### config.mk
export PLATFORM = sky130hd
export DESIGN_NAME = rv_instr_encoder_loader
export DESIGN_NICKNAME = d
export VERILOG_FILES = /design/src/rtl/rv_isa_pkg.sv /design/src/rtl/rv_instr_encode.sv /design/src/rtl/rv_instr_encoder_loader.sv
export SDC_FILE = /design/constraint.sdc
export NUM_CORES = 1
export LEC_CHECK = 0
export ABC_CLOCK_PERIOD_IN_PS = 5100
export CAP_MARGIN = 20
export CORE_MARGIN = 8
export CORE_UTILIZATION = 35
export DETAILED_ROUTE_END_ITERATION = 6
export PLACE_DENSITY = 0.65
export SYNTH_ARGS = -nofsm -noshare
export SYNTH_HDL_FRONTEND = slang
export SYNTH_HIERARCHICAL = 1
export SYNTH_SLANG_ARGS = --single-unit
### constraint.sdc
create_clock -name clk -period 5.1 [get_ports clk]
set_input_delay 1.02 -clock clk [delete_from_list [all_inputs] [get_ports clk]]
set_output_delay 1.02 -clock clk [all_outputs]
set_load 0.03 [all_outputs]
### src/rtl/rv_isa_pkg.sv
// RV32I encoding constants and loader types shared by
// the instruction encoder, the loader and the core controller.
package rv_isa_pkg;

  localparam logic [6:0] OPC_LOAD   = 7'b0000011;
  localparam logic [6:0] OPC_STORE  = 7'b0100011;
  localparam logic [6:0] OPC_OP     = 7'b0110011;
  localparam logic [6:0] OPC_OP_IMM = 7'b0010011;
  localparam logic [6:0] OPC_JAL    = 7'b1101111;
  localparam logic [6:0] OPC_LUI    = 7'b0110111;

  localparam logic [2:0] CLS_LW  = 3'd0;
  localparam logic [2:0] CLS_SW  = 3'd1;
  localparam logic [2:0] CLS_R   = 3'd2;
  localparam logic [2:0] CLS_I   = 3'd3;
  localparam logic [2:0] CLS_JAL = 3'd4;
  localparam logic [2:0] CLS_LUI = 3'd5;

  localparam logic [2:0] F3_ADD = 3'b000;
  localparam logic [2:0] F3_SLL = 3'b001;
  localparam logic [2:0] F3_LSW = 3'b010;
  localparam logic [2:0] F3_SR  = 3'b101;

  typedef enum logic [1:0] {
    ST_IDLE,
    ST_LOAD,
    ST_DONE,
    ST_ERR
  } ld_state_e;

  typedef struct packed {
    logic [2:0]  op;
    logic [4:0]  rd;
    logic [4:0]  rs1;
    logic [4:0]  rs2;
    logic [3:0]  alu_ctl;
    logic [31:0] imm;
  } instr_desc_t;

endpackage

### src/rtl/rv_instr_encode.sv
// Combinational descriptor-to-RV32I word encoder.
// Flags op classes outside the supported subset.
module rv_instr_encode
  import rv_isa_pkg::*;
(
  input  instr_desc_t desc,
  output logic [31:0] word,
  output logic        illegal
);

  logic [2:0]  f3;
  logic        b5;
  logic [31:0] imm;

  assign f3  = desc.alu_ctl[3:1];
  assign b5  = desc.alu_ctl[0];
  assign imm = desc.imm;

  always_comb begin
    word    = '0;
    illegal = 1'b0;
    unique case (desc.op)
      CLS_LW: begin
        word = {imm[11:0], desc.rs1, F3_LSW,
                desc.rd, OPC_LOAD};
      end
      CLS_SW: begin
        word = {imm[11:5], desc.rs2, desc.rs1,
                F3_LSW, imm[4:0], OPC_STORE};
      end
      CLS_R: begin
        word = {1'b0, b5, 5'b0, desc.rs2,
                desc.rs1, f3, desc.rd, OPC_OP};
      end
      CLS_I: begin
        // shifts carry funct7 in the upper immediate bits
        if (f3 == F3_SLL || f3 == F3_SR) begin
          word = {1'b0, b5, 5'b0, imm[4:0],
                  desc.rs1, f3, desc.rd, OPC_OP_IMM};
        end else begin
          word = {imm[11:0], desc.rs1, f3,
                  desc.rd, OPC_OP_IMM};
        end
      end
      CLS_JAL: begin
        word = {imm[20], imm[10:1], imm[11],
                imm[19:12], desc.rd, OPC_JAL};
      end
      CLS_LUI: begin
        word = {imm[31:12], desc.rd, OPC_LUI};
      end
      default: begin
        illegal = 1'b1;
      end
    endcase
  end

endmodule

### src/rtl/rv_instr_encoder_loader.sv
// Streams descriptors into instruction memory as encoded
// words and stalls the core until a full program is in.
module rv_instr_encoder_loader
  import rv_isa_pkg::*;
#(
  parameter int ADDR_W = 8
) (
  input  logic              clk,
  input  logic              rst_n,
  input  logic              start,
  input  logic              in_valid,
  output logic              in_ready,
  input  logic              in_last,
  input  logic [2:0]        in_op,
  input  logic [4:0]        in_rd,
  input  logic [4:0]        in_rs1,
  input  logic [4:0]        in_rs2,
  input  logic [3:0]        in_alu_ctl,
  input  logic [31:0]       in_imm,
  output logic              imem_we,
  output logic [ADDR_W-1:0] imem_addr,
  output logic [31:0]       imem_wdata,
  output logic [ADDR_W:0]   word_count,
  output logic              cpu_hold,
  output logic              done,
  output logic              error
);

  localparam logic [ADDR_W:0] CAP =
    {1'b1, {ADDR_W{1'b0}}};

  ld_state_e         state_q, state_d;
  logic [ADDR_W-1:0] ptr_q, ptr_d;
  logic [ADDR_W:0]   cnt_q, cnt_d;
  logic              we_q, we_d;
  logic [ADDR_W-1:0] addr_q, addr_d;
  logic [31:0]       wdata_q, wdata_d;

  instr_desc_t desc;
  logic [31:0] enc_word;
  logic        enc_illegal;
  logic        accept;

  assign desc = '{
    op:      in_op,
    rd:      in_rd,
    rs1:     in_rs1,
    rs2:     in_rs2,
    alu_ctl: in_alu_ctl,
    imm:     in_imm
  };

  rv_instr_encode u_enc (
    .desc    (desc),
    .word    (enc_word),
    .illegal (enc_illegal)
  );

  assign in_ready = (state_q == ST_LOAD);
  assign accept   = in_valid && in_ready;

  always_comb begin
    state_d = state_q;
    ptr_d   = ptr_q;
    cnt_d   = cnt_q;
    we_d    = 1'b0;
    addr_d  = addr_q;
    wdata_d = wdata_q;
    unique case (state_q)
      ST_LOAD: begin
        if (accept) begin
          if (enc_illegal || cnt_q == CAP) begin
            state_d = ST_ERR;
          end else begin
            we_d    = 1'b1;
            addr_d  = ptr_q;
            wdata_d = enc_word;
            ptr_d   = ptr_q + 1'b1;
            cnt_d   = cnt_q + 1'b1;
            if (in_last) state_d = ST_DONE;
          end
        end
      end
      default: begin
        if (start) begin
          state_d = ST_LOAD;
          ptr_d   = '0;
          cnt_d   = '0;
        end
      end
    endcase
  end

  always_ff @(posedge clk) begin
    if (!rst_n) begin
      state_q <= ST_IDLE;
      ptr_q   <= '0;
      cnt_q   <= '0;
      we_q    <= 1'b0;
      addr_q  <= '0;
      wdata_q <= '0;
    end else begin
      state_q <= state_d;
      ptr_q   <= ptr_d;
      cnt_q   <= cnt_d;
      we_q    <= we_d;
      addr_q  <= addr_d;
      wdata_q <= wdata_d;
    end
  end

  assign imem_we    = we_q;
  assign imem_addr  = addr_q;
  assign imem_wdata = wdata_q;
  assign word_count = cnt_q;
  assign done       = (state_q == ST_DONE);
  assign error      = (state_q == ST_ERR);
  assign cpu_hold   = (state_q != ST_DONE);

endmodule
==> results of run 1 <==
## per-layer routing
metal	share of wire, %	wire (microns)	GRT usage (%)
met5	0	0	0
met3	5.6	547	5.09
met2	48	4640	25.7
met4	0.36	35	3.51
met1	46	4530	19.6
## final timing paths
check	startpoint	end	slack, ns	depth (start not counted)
worst max register to register	word_count[0]	ptr_q[4]	2.65	7
worst min-delay path	imem_wdata[21]	imem_wdata[21]	0.45	2
worst min register to register	imem_wdata[21]	imem_wdata[21]	0.45	2
worst max-delay path	in_op[1]	imem_wdata[17]	1.31	9
## critical path, cell delays in order
cell	delay, ns
clkdlybuf4s50_1	0.65
inv_2	0.30
nor2_1	0.14
nor4bb_1	0.30
buf_4	0.22
a21boi_4	0.79
buf_4	0.38
nand2_1	0.08
a21oi_1	0.13
## cell type report
class | instances | area [sq um] | area share [%]
Multi-Input combinational cell | 292 | 1700 | 38.4
Inverter | 13 | 48.8 | 1.10
Sequential cell | 60 | 1200 | 27.1
Timing Repair Buffer | 116 | 1150 | 26.0
Tap cell | 108 | 135 | 3.05
Clock inverter | 5 | 52.6 | 1.19
Clock buffer | 10 | 138 | 3.11
## power breakdown
part	leakage [nW]	internal (mW)	switching [mW]	total (mW)
Sequential	0.485	0.478	0.00619	0.484
Clock	0.0979	0.234	0.183	0.417
Combinational	1.00	0.0906	0.100	0.191
## cell families after synthesis
group | count (synthesis) | synth area share, %
and+or+nand+nor | 160 | 23.4
AOI/OAI and AO/OA | 117 | 24.9
DFF | 60 | 38.2
buffers and inverters | 43 | 7.89
muxes | 10 | 3.59
adders and majority gates | 3 | 1.20
xor gates and xnor gates | 2 | 0.797
## layout by cell type, fill, tap and decap left out, types with 2 or more instances in the layout
master / instances
inv_1: 10
nand3_1: 10
ha_1: 3
o211a_1: 2
clkdlybuf4s50_1: 112
nand2b_1: 6
clkbuf_8: 10
inv_2: 3
o211ai_1: 3
a22o_1: 12
mux2_2: 6
nor2_1: 7
nand4_1: 5
nor2b_1: 3
and3_1: 9
buf_4: 4
or3_1: 2
a21oi_1: 56
a32o_1: 6
clkinv_2: 3
o21ai_0: 13
nand2_1: 105
a32oi_1: 5
a311oi_1: 2
dfxtp_1: 60
mux2i_1: 3
nor4b_1: 3
## state kept, by name, indices dropped and copies added (netlist names)
register,flops
imem_addr,8
imem_wdata,32
imem_we,1
ptr_q,8
state_q,2
word_count,9
==> metrics.csv, run 1 <==
stage,metric,value,unit
sta,RSZ-0062 raised after global routing,false,
logic_synthesis,ranking of synthesized cells by area,"dfxtp_1, nand2_1, a21oi_1",
logic_synthesis,Synthesis Warnings,6,
placement,setup slack at placement,1.00,ns
sta,fin crit period,3.79,ns
drt,Routed wire per std cell,16.2,microns
logic_synthesis,net count after synthesis,457,
sta,Worst-Margin Slew,1.01,ns
die,Total Die Area,12300,sq um
die,Die Wd,111,microns
setup_path,crit path max fanout,39,
final_layout,Layout area overhead,40.9,%
pwr,Tot Pwr,1.09,mW
global_routing,global-route wire length before repair,16200,microns
run_status,status,"finished, final reports clean",
setup_path,kind of critical path,in -> reg,
global_routing,total congestion overflow,0,
final_layout,final core occ,50.7,%
cts,CTS Buf Count,9,
sta,Fmax,264,MHz
pwr,peak supply drop,0.140,mV
logic_synthesis,post-synthesis sequential area ratio,38.2,%
final_layout,# fillers,832,
final_layout,"Design Area, Final",4430,sq um
placement,# placed instances,589,
min_path,Hold/Removal Path Class,reg -> reg,
setup_path,crit end category,register,
sta,final slew viol count,0,
logic_synthesis,Synth top area share,38.2,%
global_routing,initial antenna violation count,0,
cts,hold buffers post-CTS,0,
die,IO Pins,113,
die,Std-Cell Rows,34,
logic_synthesis,number of synthesized flops with an enable pin,0,
sta,Final Cycle Share,74.3,%
cts,htree depth,3,
cts,"Setup Fix Bufs, Post-CTS",0,
logic_synthesis,Post-Syn Area,3140,sq um
setup_path,CP Launch Type,primary input,
final_layout,final non-filler cell total,604,
die,initial core utilization,36.0,%
pwr,Pwr per Cell Area,247,nW/um^2
cts,Post-CTS Resized,0,
sta,final hold violations,0,
logic_synthesis,main flop type after synthesis,dfxtp_1,
sta,Final Skew,0.0137,ns
die,chip height,111,microns
drt,drt pass-1 iters,4,
logic_synthesis,most common cell in the netlist,nand2_1,
drt,final wirelength,9760,microns
logic_synthesis,Post-Synthesis Cells,395,
global_routing,largest net degree at the start of global routing,55,
sta,Setup TNS,0,ns
final_layout,layout cells sized above 1,7.46,%
sta,# setup viols final,0,
drt,via/cell ratio,5.26,
final_layout,diodes inserted,0,
sta,hold slack,0.454,ns
setup_path,CP required,5.35,ns
pwr,leakage,1.59,nW
placement,final RePlAce weighted congestion,0.869,
logic_synthesis,commonest cells in the netlist,"nand2_1, dfxtp_1, a21oi_1",
cts,CTS tree,built,
setup_path,Critical Path AT,4.04,ns
cts,clock buffer depth,2,
global_routing,GRT Total Usage,15.7,%
drt,Residual DRC,0,
logic_synthesis,Yosys cell types,60,
die,core area,8720,sq um
run,max_cap viols,0,
cts,clock-pin slew on the worst setup and hold paths,0.07,ns
logic_synthesis,post-synthesis register bit count,60,
logic_synthesis,Synth Area per Inst,7.95,sq um
logic_synthesis,Post-synth ARST share,0,%
placement,Post-DP Area,4240,sq um
sta,relative slew slack,32.2,%
sta,Setup WS post-layout,1.31,ns
logic_synthesis,"area leader, netlist",dfxtp_1,
cts,CTS Sinks,60,
drt,antenna-violating nets left,0,
final_layout,Final nets,554,
placement,PortBufs,112,
global_routing,vias in the first global route,3189,
placement,Final HPWL DP,7140,microns
drt,Iter 0 DRT Violations,139,
drt,total number of vias,3176,
cts,clk_lat worst skew,0.33,ns
cts,Clock Tree Root,clkbuf_8,
(Power assumes the default switching activity.)
==> run 2: changes to the inputs <==
--- a/config.mk
+++ b/config.mk
@@ -5,12 +5,12 @@
 export SDC_FILE = /design/constraint.sdc
 export NUM_CORES = 1
 export LEC_CHECK = 0
-export ABC_CLOCK_PERIOD_IN_PS = 5100
+export ABC_CLOCK_PERIOD_IN_PS = 3100
 export CAP_MARGIN = 20
 export CORE_MARGIN = 8
 export CORE_UTILIZATION = 35
 export DETAILED_ROUTE_END_ITERATION = 6
-export PLACE_DENSITY = 0.65
+export PLACE_DENSITY = 0.68
 export SYNTH_ARGS = -nofsm -noshare
 export SYNTH_HDL_FRONTEND = slang
 export SYNTH_HIERARCHICAL = 1
==> constraint.sdc (replaced) <==
create_clock -name clk -period 3.1 [get_ports clk]
set_input_delay 0.62 -clock clk [delete_from_list [all_inputs] [get_ports clk]]
set_output_delay 0.62 -clock clk [all_outputs]
set_load 0.03 [all_outputs]
==> run 2 against run 1 <==
Sequential share of layout area decreased by 0.62 points. Via count rose by 0.76%. Clock-buffer cell count increased by 3. Largest cell class unchanged. Highest routed layer unchanged.
==> metrics.csv, run 2 (synthesized netlist as in run 1, its figures left out) <==
stage,metric,value,unit,change
run_status,status,"finished, final reports clean",,
final_layout,diodes inserted,0,,unchanged
cts,CTS tree,built,,
placement,Final HPWL DP,7200,microns,+0.79%
final_layout,"leading cell type in the layout, fill and taps excluded",clkdlybuf4s50_1,,
setup_path,CP required,2.48,ns,-2.87 ns
sta,Final Cycle Share,80.9,%,
drt,total number of vias,3200,,+0.76%
drt,via/cell ratio,5.24,,-0.40%
sta,RSZ-0062 raised after global routing,false,,
pwr,leakage,1.64,nW,+3.2%
global_routing,initial antenna violation count,0,,unchanged
cts,CTS Sinks,60,,unchanged
cts,clock buffer depth,2,,unchanged
final_layout,Final nets,560,,+1.1%
placement,PortBufs,112,,unchanged
final_layout,area of the multi-input gates,1700,sq um,unchanged
die,IO Pins,113,,unchanged
global_routing,largest net degree at the start of global routing,55,,unchanged
final_layout,"commonest cells after routing, fill and taps aside","clkdlybuf4s50_1, nand2_1, dfxtp_1",,
run,max_cap viols,0,,unchanged
die,Die Wd,111,microns,unchanged
cts,clk_lat worst skew,0.34,ns,about the same
pwr,peak supply drop,0.247,mV,+76%
final_layout,Seq. cell area,1200,sq um,unchanged
cts,Post-CTS Resized,0,,unchanged
sta,Fmax,399,MHz,
global_routing,vias in the first global route,3158,,-0.97%
die,Total Die Area,12300,sq um,unchanged
final_layout,# fillers,841,,+1.1%
sta,Worst-Margin Slew,0.912,ns,-0.101 ns
final_layout,final core occ,51.9,%,+1.2 points
sta,final slew viol count,0,,unchanged
min_path,Hold/Removal Path Class,reg -> reg,,
setup_path,crit path max fanout,7,,-82%
setup_path,CP Launch Type,register,,
drt,final wirelength,9730,microns,-0.30%
die,chip height,111,microns,unchanged
drt,Residual DRC,0,,unchanged
drt,Routed wire per std cell,15.9,microns,-1.4%
sta,fin crit period,2.51,ns,
cts,clock-pin slew on the worst setup and hold paths,0.07,ns,about the same
placement,final RePlAce weighted congestion,0.867,,-0.18%
global_routing,GRT Total Usage,15.8,%,+0.019 points
pwr,Pwr per Cell Area,429,nW/um^2,+74%
setup_path,Critical Path AT,1.89,ns,-2.15 ns
drt,Iter 0 DRT Violations,168,,+21%
sta,relative slew slack,39.1,%,+6.9 points
cts,"Setup Fix Bufs, Post-CTS",0,,unchanged
die,core area,8720,sq um,unchanged
sta,# setup viols final,0,,unchanged
sta,Setup TNS,0,ns,unchanged
die,initial core utilization,36.0,%,unchanged
drt,drt pass-1 iters,4,,unchanged
setup_path,R2R Setup Slk,0.70,ns,-1.95 ns
final_layout,number of flip-flops in the largest register,32,,unchanged
final_layout,layout cells sized above 1,8.55,%,+1.1 points
die,Std-Cell Rows,34,,unchanged
cts,CTS Buf Count,9,,unchanged
sta,Final Skew,0.00924,ns,-0.00448 ns
global_routing,global-route wire length before repair,16200,microns,-0.22%
sta,hold slack,0.454,ns,+0.0000710 ns
cts,hold buffers post-CTS,0,,unchanged
final_layout,Layout area overhead,44.2,%,
global_routing,total congestion overflow,0,,unchanged
cts,Clock Tree Root,clkbuf_8,,
setup_path,kind of critical path,reg -> out,,
sta,final hold violations,0,,unchanged
setup_path,crit end category,output pin,,
drt,antenna-violating nets left,0,,unchanged
cts,htree depth,3,,unchanged
## run 2: area by class of cell
| cell class | instances | share of cell area, % |
|---|---|---|
| clock inverters | 3 | 1.49 |
| flip-flops and latches | 60 | 26.5 |
| inverters | 13 | 1.08 |
| well taps | 108 | 2.98 |
| multi-input cells | 292 | 37.5 |
| repair buffers | 122 | 26.7 |
| clock buffers | 13 | 3.73 |
## run 2: through the flow
stage | instances | total power [mW] | cell area [sq um] | worst slack [ns]
6_report | 611 | 1.94 | 4530 | 0.592
3_5_place_dp | 595 | 1.14 | 4290 | 0.368
5_1_grt | 611 | 2.03 | 4530 | 0.439
2_1_floorplan | 395 | 0.994 | 3140 | 0.808
3_3_place_gp | 595 | 1.13 | 4290 | 0.402
4_1_cts | 611 | 1.96 | 4530 | 0.574
## run 2: metal layers
| metal | global-route usage, % | wire length (microns) | up-vias |
|---|---|---|---|
| li1 | - | - | 1597 |
| met1 | 19.0 | 4280 | 1494 |
| met2 | 25.8 | 4690 | 100 |
| met3 | 5.57 | 616 | 9 |
| met4 | 4.32 | 136 | 0 |
| met5 | 0 | 0 | - |
## run 2: path summary, 6_finish.rpt
check	start	end	depth (start not counted)
setup reg to reg	word_count[0]	word_count[2]	7
hold / removal	imem_wdata[22]	imem_wdata[22]	2
hold reg to reg	imem_wdata[22]	imem_wdata[22]	2
setup / recovery	state_q[1]	in_ready	3
## run 2: where the power goes
part           internal (mW)  switching [mW]
Combinational          0.155           0.165
Sequential             0.787          0.0106
Clock                  0.519           0.304
Total                   1.46           0.480
## run 2: worst max-delay path: stages, from the launching register on
cell and delay [ns]:
dfxtp_1 0.36, nand2b_1 0.27, inv_1 0.21, clkdlybuf4s50_1 0.71
==> run 3: changes to the inputs <==
--- a/config.mk
+++ b/config.mk
@@ -5,12 +5,12 @@
 export SDC_FILE = /design/constraint.sdc
 export NUM_CORES = 1
 export LEC_CHECK = 0
-export ABC_CLOCK_PERIOD_IN_PS = 3100
+export ABC_CLOCK_PERIOD_IN_PS = 2500
 export CAP_MARGIN = 20
 export CORE_MARGIN = 8
 export CORE_UTILIZATION = 35
 export DETAILED_ROUTE_END_ITERATION = 6
-export PLACE_DENSITY = 0.68
+export PLACE_DENSITY = 0.65
 export SYNTH_ARGS = -nofsm -noshare
 export SYNTH_HDL_FRONTEND = slang
 export SYNTH_HIERARCHICAL = 1
==> constraint.sdc (replaced) <==
create_clock -name clk -period 2.5 [get_ports clk]
set_input_delay 0.5 -clock clk [delete_from_list [all_inputs] [get_ports clk]]
set_output_delay 0.5 -clock clk [all_outputs]
set_load 0.03 [all_outputs]
==> run 3 against run 2 <==
Worst hold slack barely moved. Final cell count rose by 1.3%. Setup slack worse by 0.27 ns. Wire length rose by 2.6%. Combinational power increased by 27%. Critical path type is now reg -> reg. Global-route usage rose by 0.15 points. Clock skew grew 0.0026 ns.
==> metrics.csv, run 3 (synthesized netlist as in run 1, its figures left out) <==
stage,metric,value,unit,change
min_path,Hold Path Cell Cnt,2,,unchanged
cts,clock-pin slew on the worst setup and hold paths,0.07,ns,about the same
die,core area,8720,sq um,unchanged
pwr,leakage,1.67,nW,+1.7%
final_layout,area of the multi-input gates,1700,sq um,unchanged
sta,Final Skew,0.0118,ns,+0.00256 ns
setup_path,buffers and inverters on the worst path,2,,unchanged
final_layout,Seq. cell area,1200,sq um,unchanged
drt,antenna-violating nets left,0,,unchanged
run,max_cap viols,0,,unchanged
sta,# setup viols final,0,,unchanged
pwr,Pwr per Cell Area,497,nW/um^2,+16%
setup_path,Critical Path AT,2.40,ns,+0.51 ns
sta,hold slack,0.453,ns,-0.000323 ns
setup_path,R2R Setup Slk,0.32,ns,-0.38 ns
drt,Routed wire per std cell,16.1,microns,+1.3%
sta,Setup TNS,0,ns,unchanged
cts,CTS Buf Count,9,,unchanged
setup_path,crit end category,register,,
global_routing,gr busiest metal,met2,,
setup_path,"delay-heaviest family, CP",compound AO/OA/AOI/OAI gates,,
global_routing,largest net degree at the start of global routing,31,,-44%
setup_path,CP required,2.73,ns,+0.25 ns
sta,final slew viol count,0,,unchanged
sta,fin crit period,2.18,ns,
pwr,Sequential Power Share,43.8,%,+2.7 points
drt,Residual DRC,0,,unchanged
die,chip height,111,microns,unchanged
min_path,Hold/Removal Path Class,reg -> reg,,
pwr,peak supply drop,0.229,mV,-7.0%
sta,final hold violations,0,,unchanged
global_routing,GRT Total Usage,15.9,%,+0.15 points
sta,Worst-Margin Slew,0.712,ns,-0.200 ns
setup_path,CP Launch Type,register,,
die,Std-Cell Rows,34,,unchanged
sta,RSZ-0062 raised after global routing,false,,
global_routing,GR Layer Usage met2,26.1,%,+0.32 points
setup_path,CP max stage delay,0.49,ns,-0.22 ns
placement,# placed instances,603,,+1.3%
sta,Fmax,459,MHz,
drt,total number of vias,3226,,+0.81%
global_routing,vias in the first global route,3109,,-1.6%
min_path,Hold Path End,imem_wdata[4],,
final_layout,final non-filler cell total,619,,+1.3%
pwr,internal power,1.63,mW,+12%
placement,setup slack at placement,0.0307,ns,-0.338 ns
global_routing,global-route wire length before repair,16400,microns,+1.3%
drt,final wirelength,9980,microns,+2.6%
final_layout,# fillers,841,,unchanged
final_layout,Final nets,568,,+1.4%
sta,relative slew slack,51.8,%,+13 points
pwr,Clock power frac,38.1,%,-4.3 points
pwr,Tot Pwr,2.26,mW,+16%
die,IO Pins,113,,unchanged
sta,Setup WS post-layout,0.322,ns,-0.270 ns
placement,final RePlAce weighted congestion,0.837,,-3.5%
drt,Iter 0 DRT Violations,144,,-14%
cts,clock buffer depth,2,,unchanged
final_layout,layout cells sized above 1,9.78,%,+1.2 points
drt,drt pass-1 iters,4,,unchanged
cts,"Setup Fix Bufs, Post-CTS",0,,unchanged
die,Total Die Area,12300,sq um,unchanged
setup_path,Worst R2R Start,word_count[0],,
die,initial core utilization,36.0,%,unchanged
cts,htree depth,3,,unchanged
pwr,Comb pwr share,18.1,%,+1.6 points
cts,Clock Tree Root,clkbuf_8,,
cts,hold buffers post-CTS,0,,unchanged
placement,PortBufs,112,,unchanged
setup_path,kind of critical path,reg -> reg,,
pwr,switching share of power,27.7,%,+2.9 points
setup_path,r2r worst-path depth,7,,unchanged
final_layout,diodes inserted,0,,unchanged
placement,Final HPWL DP,7440,microns,+3.3%
sta,Final Cycle Share,87.1,%,
global_routing,M1 GR Usage,20.1,%,+1.1 points
global_routing,GR Util met3,3.25,%,-2.3 points
final_layout,"commonest cells after routing, fill and taps aside","clkdlybuf4s50_1, nand2_1, dfxtp_1",,
final_layout,"leading cell type in the layout, fill and taps excluded",clkdlybuf4s50_1,,
drt,via/cell ratio,5.21,,-0.49%
final_layout,Layout area overhead,44.5,%,
setup_path,slowest CP cell,or4b_4,,
setup_path,crit path max fanout,14,,+7
min_path,Hold Startpoint,imem_wdata[4],,
cts,CTS Sinks,60,,unchanged
setup_path,r2r endpoint,ptr_q[4],,
pwr,Switch Pwr,0.624,mW,+30%
cts,CTS tree,built,,
global_routing,total congestion overflow,0,,unchanged
cts,clk_lat worst skew,0.34,ns,about the same
run_status,status,"finished, final reports clean",,
final_layout,number of flip-flops in the largest register,32,,unchanged
setup_path,crit-path cells,"inv_1, ha_1, or4b_4, o21ai_4, buf_4, nor4b_1, o31a_1",,
global_routing,initial antenna violation count,0,,unchanged
die,Die Wd,111,microns,unchanged
-- run 3: worst max path at each step --
stage | startpoint | end | slack [ns] | cells after the start
6_report | word_count[0] | ptr_q[4] | 0.32 | 7
5_1_grt | word_count[0] | imem_wdata[13] | 0.17 | 7
4_1_cts | state_q[1] | in_ready | 0.08 | 3
3_5_place_dp | in_op[2] | ptr_q[6] | 0.03 | 9
3_3_place_gp | in_op[2] | ptr_q[6] | 0.08 | 9
2_1_floorplan | in_op[1] | ptr_q[6] | 0.33 | 10
-- run 3: routing by layer --
metal / up-vias / share of wire, %
li1: 1616 / -
met1: 1487 / 45
met2: 110 / 48
met3: 13 / 5.1
met4: 0 / 1.4
met5: - / 0
-- run 3: cell type report --
cell class | instances | share of cell area, %
clock buffers | 11 | 2.89
inverters | 13 | 1.07
well taps | 108 | 2.98
clock inverters | 5 | 1.16
flip-flops and latches | 60 | 26.5
multi-input cells | 292 | 37.4
repair buffers | 130 | 28.0
-- run 3: tightest hold or removal path, cell delays in order, from the launching register on --
cell	delay, ns
dfxtp_1	0.31
nand2_1	0.05
a21oi_1	0.05
-- run 3: repair_timing --
action                     in CTS  in global routing
hold endpoints to repair        0                  0
setup endpoints to repair       0                  1
resized for setup               0                  1
-- run 3: metrics by stage --
| stage | utilization [%] | instance area [sq um] |
|---|---|---|
| final | 52.1 | 4540 |
| after global routing | 52.1 | 4540 |
| after CTS | 52.0 | 4540 |
| after detailed placement | 49.9 | 4350 |
| after global placement | 49.9 | 4350 |
| after floorplan | - | 3140 |
-- run 3: power groups by stage --
stage | registers, mW | logic [mW] | clock network (mW)
2_1_floorplan | 1.04 | 0.191 | 0
6_report | 0.988 | 0.408 | 0.860
5_1_grt | 0.990 | 0.441 | 0.926
3_5_place_dp | 1.01 | 0.407 | 0
3_3_place_gp | 1.01 | 0.405 | 0
4_1_cts | 0.988 | 0.409 | 0.875
